**src/rtl/l2_mem_arbiter.sv**
```systemverilog
// l2_mem_arbiter: shares the single memory/L2 line port between the
// I-cache and D-cache miss paths. Requests are granted round-robin and the
// winner's command is registered onto the memory port. Completion pulses
// and read data are routed only to the side currently being served.
module l2_mem_arbiter #(
    parameter int addr_width = 16,
    parameter int line_width = 128
) (
    input  logic                  clk,
    input  logic                  rst_n,

    input  logic                  i_read,
    input  logic [addr_width-1:0] i_address,
    output logic                  i_resp,
    output logic [line_width-1:0] i_rdata,

    input  logic                  d_read,
    input  logic                  d_write,
    input  logic [addr_width-1:0] d_address,
    input  logic [line_width-1:0] d_wdata,
    output logic                  d_resp,
    output logic [line_width-1:0] d_rdata,

    output logic                  mem_read,
    output logic                  mem_write,
    output logic [addr_width-1:0] mem_address,
    output logic [line_width-1:0] mem_wdata,
    input  logic                  mem_resp,
    input  logic [line_width-1:0] mem_rdata
);

    localparam logic [1:0] IDLE    = 2'd0;
    localparam logic [1:0] SERVE_I = 2'd1;
    localparam logic [1:0] SERVE_D = 2'd2;

    logic [1:0] state;
    logic       last_grant;   // 0 = I was served last, 1 = D was served last
    logic       d_req;
    logic       grant_i;
    logic       grant_d;

    // Round-robin pick: a lone requester wins, a tie goes to the side not served last
    always_comb begin
        d_req   = d_read | d_write;
        grant_d = d_req && (!i_read || !last_grant);
        grant_i = i_read && !grant_d;
    end

    // Arbitration FSM and the registered memory command; a D write beats a D read
    always_ff @(posedge clk or negedge rst_n) begin
        if (!rst_n) begin
            state       <= IDLE;
            last_grant  <= 1'b0;
            mem_read    <= 1'b0;
            mem_write   <= 1'b0;
            mem_address <= '0;
            mem_wdata   <= '0;
        end else begin
            case (state)
                IDLE: begin
                    if (grant_d) begin
                        state       <= SERVE_D;
                        last_grant  <= 1'b1;
                        mem_address <= d_address;
                        mem_write   <= d_write;
                        mem_read    <= d_read & ~d_write;
                        mem_wdata   <= d_wdata;
                    end else if (grant_i) begin
                        state       <= SERVE_I;
                        last_grant  <= 1'b0;
                        mem_address <= i_address;
                        mem_write   <= 1'b0;
                        mem_read    <= 1'b1;
                        mem_wdata   <= '0;
                    end
                end
                SERVE_I, SERVE_D: begin
                    if (mem_resp) begin
                        state     <= IDLE;
                        mem_read  <= 1'b0;
                        mem_write <= 1'b0;
                    end
                end
                default: begin
                    state     <= IDLE;
                    mem_read  <= 1'b0;
                    mem_write <= 1'b0;
                end
            endcase
        end
    end

    // Route the memory completion only to the side being served; data is zero otherwise
    always_comb begin
        i_resp  = (state == SERVE_I) && mem_resp;
        d_resp  = (state == SERVE_D) && mem_resp;
        i_rdata = i_resp ? mem_rdata : '0;
        d_rdata = d_resp ? mem_rdata : '0;
    end

endmodule

```
**config.mk**
```make
export PLATFORM = sky130hd
export DESIGN_NAME = l2_mem_arbiter
export DESIGN_NICKNAME = d
export VERILOG_FILES = /design/src/rtl/l2_mem_arbiter.sv
export SDC_FILE = /design/constraint.sdc
export NUM_CORES = 1
export LEC_CHECK = 0
export CELL_PAD_IN_SITES_DETAIL_PLACEMENT = 1
export CELL_PAD_IN_SITES_GLOBAL_PLACEMENT = 2
export CORE_AREA = 4 4 269 271
export DETAILED_ROUTE_END_ITERATION = 16
export DIE_AREA = 0 0 273 275
export GPL_TIMING_DRIVEN = 0
export PLACE_DENSITY = 0.69
export SLEW_MARGIN = 10
export SYNTH_ARGS = -nofsm -noshare
export SYNTH_HDL_FRONTEND = slang
export SYNTH_SLANG_ARGS = --single-unit
```
**constraint.sdc**
```tcl
create_clock -name clk -period 2.3 [get_ports clk]
set_input_delay 0.575 -clock clk [delete_from_list [all_inputs] [get_ports clk]]
set_output_delay 0.575 -clock clk [all_outputs]
set_load 0.02 [all_outputs]
```
==> qor.txt <==
DRT Pass-1 Iters -> 4
Ys Warns -> 0
die width -> 273 µm
largest stage delay on the critical path -> 0.41 ns
DR WL/cell -> 25.7 µm
register area share after synthesis -> 50.7%
die area -> 0.0751 mm²
Post-synth EDFFs -> 0
DRC viols -> 0
largest net degree at the start of global routing -> 80
via count -> 9305
CTS Sinks -> 149
hold_buf cts -> 0
TritonCTS clock tree -> done
Fin Clk Skew -> 0.0114 ns
latest clock arrival within the worst-skew pair -> 0.44 ns
Slew @ Worst Pin -> 0.636 ns
period utilization -> 109%
Crit path required time -> 1.73 ns
Top FF cell, synth -> dfrtp_1
critical path buffer and inverter count -> 4
Final Power -> 20.0 mW
portion of netlist area occupied by mux cells -> 2.18%
vias in the first global route -> 10.4k
Peak VDD IR -> 726 µV
Synth Net Count -> 992
share of layout cells above drive strength 1 -> 35.0%
first-pass GRT wire length -> 81.8 mm
ys async rst share -> 100%
Starting Density -> 10.5%
FP Rows -> 97
Final Hold Fails -> 0
Final setup viols -> 243
Root Buffer -> clkbuf_16
Adder-Cell Fraction of Synth Area -> 0.510%
FF+latch count, synth -> 149
failing checks -> negative setup slack
Max Cap Viol -> 0
die height -> 275 µm
Slew Limit Fails -> 0
Yosys top cell area share -> 50.7%
Power Dens Cells -> 1160 mW/mm²
Syn Std Cell Area -> 0.00736 mm²
Layout Nets -> 1726
final setup margin -> -0.197 ns
layout filler cell count -> 7885
total negative slack -> -32.13 ns
H-tree levels -> 4
crit-path leading delay family -> buffers and inverters
Slew headroom -> 57.6%
Post-Route WL -> 61.6 mm
post-route ant nets -> 0
Vias per Instance -> 3.89
post-synth cell types -> 21
Yosys top cell by area -> dfrtp_1
startpoint types -> register
worst path cell trace -> buf_4 -> ha_4 -> clkbuf_16 -> clkbuf_8 -> and3_1 -> buf_4
Critical-path top delay cell -> dfrtp_1
maximum buffer depth of the clock tree -> 2
clk slew on worst S/H paths -> 0.07 ns
Synth Area in Compound Gates -> 17.2%
CP most frequent cell -> buf_4
FMAX -> 401 MHz
Overall Global Routing Usage -> 15.3%
status -> finished, violations left
Area growth syn-to-layout -> 134%
Syn Area/Cell -> 10.6 µm²
gp weighted congestion -> 0.896
input/output buffers -> 696
crit path capture type -> output port
num ports -> 698
Synth top cells by count -> and3_1, dfrtp_1, a22o_1
Leakage -> 8.01 nW
DP HPWL -> 52.7 mm
min Tclk post-route -> 2.50 ns
CTS Buf Count -> 17
Tightest Hold Check Type -> in -> async
synth top area cells -> dfrtp_1, and3_1, a22o_1, clkbuf_1, mux2i_1
largest family of logic cells by synthesized area -> simple AND/OR/NAND/NOR gates
hold slack -> 0.116 ns
DRT iter0 DRCs -> 343
CORE AREA -> 0.0698 mm²
worst endpoint data arrival time -> 1.92 ns
antenna violations before repair -> 22
Mapped Cells -> 695
total gr overflow -> 0
XOR/XNOR share of the synthesized area -> 0%
type of the worst setup path -> reg -> out
crit-path max FO -> 10
count leader, synth -> and3_1
Synth Area in Simple Gates -> 23.3%
RSZ-0062 raised after global routing -> true
[through the flow]
stage | cells | area, µm² | setup WS, ns | utilization, %
2_1_floorplan | 695 | 7360 | 0.260 | -
3_3_place_gp | 2331 | 15500 | -5.60 | 22.2
3_5_place_dp | 2332 | 15500 | -1.49 | 22.3
4_1_cts | 2373 | 16600 | -0.222 | 23.8
5_1_grt | 2389 | 17200 | -0.256 | 24.7
6_report | 2393 | 17200 | -0.197 | 24.7
[logic make-up (layout without fill, tap and decap cells)]
group | after synthesis | after routing
simple gates | 281 | 281
compound gates | 152 | 152
flops | 149 | 149
buf+inv | 94 | 841
mux | 16 | 16
fa+ha+maj | 3 | 3
other cells | 0 | 11
[layer usage]
metal | GRT usage [%] | part of all wire (%)
met1 | 16.0 | 36
met2 | 28.0 | 51
met3 | 5.11 | 8.9
met4 | 6.52 | 4.3
met5 | 0 | 0.021
[layout by cell type, fill, tap and decap left out, drive strengths merged, types with 3 or more instances in the layout]
| master | netlist | final |
|---|---|---|
| clkinv | 0 | 4 |
| clkdlybuf4s15 | 0 | 10 |
| diode | 0 | 11 |
| ha | 3 | 3 |
| clkbuf | 55 | 70 |
| dfrtp | 149 | 149 |
| a21o | 3 | 3 |
| buf | 36 | 307 |
| mux2i | 16 | 16 |
| and3 | 256 | 256 |
| inv | 3 | 12 |
| a22o | 130 | 130 |
| nand2 | 18 | 18 |
| clkdlybuf4s50 | 0 | 437 |
| o21ai | 16 | 16 |
[worst reg2reg max path, stage by stage, from the launching register on]
cell,delay [ns]
dfrtp_1,0.39
inv_2,0.06
buf_4,0.13
buf_4,0.12
ha_1,0.21
o31ai_1,0.09
clkbuf_4,0.32
buf_6,0.19
buf_2,0.27
a22o_1,0.20
[timing repair]
action                                  4_1_cts  5_1_grt
gates resized for setup                    1460      192
gates cloned                                  5        3
endpoints found under the setup margin      261      260
pin swaps                                     1        0
buffers inserted                              4        6
[flip-flops by register name, summed over array words and instances, names as in the netlist]
name and flops:
state 2, mem_read 1, mem_address 16, mem_write 1, last_grant 1, mem_wdata 128
[final timing paths]
| kind | endpoint | cells after the start | slack (ns) | from |
|---|---|---|---|---|
| min in group clk | mem_address[14] | 2 | 0.50 | mem_address[14] |
| min reg2reg | mem_address[14] | 2 | 0.50 | mem_address[14] |
| max reg2reg | mem_wdata[64] | 9 | 0.25 | state[1] |
| min | mem_wdata[67] | 1 | 0.12 | rst_n |
| max in group asynchronous | mem_wdata[3] | 2 | 1.33 | rst_n |
| max | d_rdata[77] | 6 | -0.20 | state[1] |
[where the power goes]
| part | switching (mW) | internal (mW) |
|---|---|---|
| Combinational | 6.54 | 6.06 |
| Sequential | 0.711 | 3.77 |
| Clock | 1.33 | 1.58 |
[layout make-up]
class,instances,area (µm²),area share (%)
Timing Repair Buffer,715,7040,40.8
Multi-Input combinational cell,452,3770,21.9
Sequential cell,149,3730,21.6
Tap cell,940,1180,6.82
Buffer,91,891,5.17
Clock buffer,18,439,2.55
Clock inverter,14,158,0.915
Antenna cell,11,27.5,0.160
Inverter,3,11.3,0.0653
No activity file was read; power rests on OpenSTA's default activity.
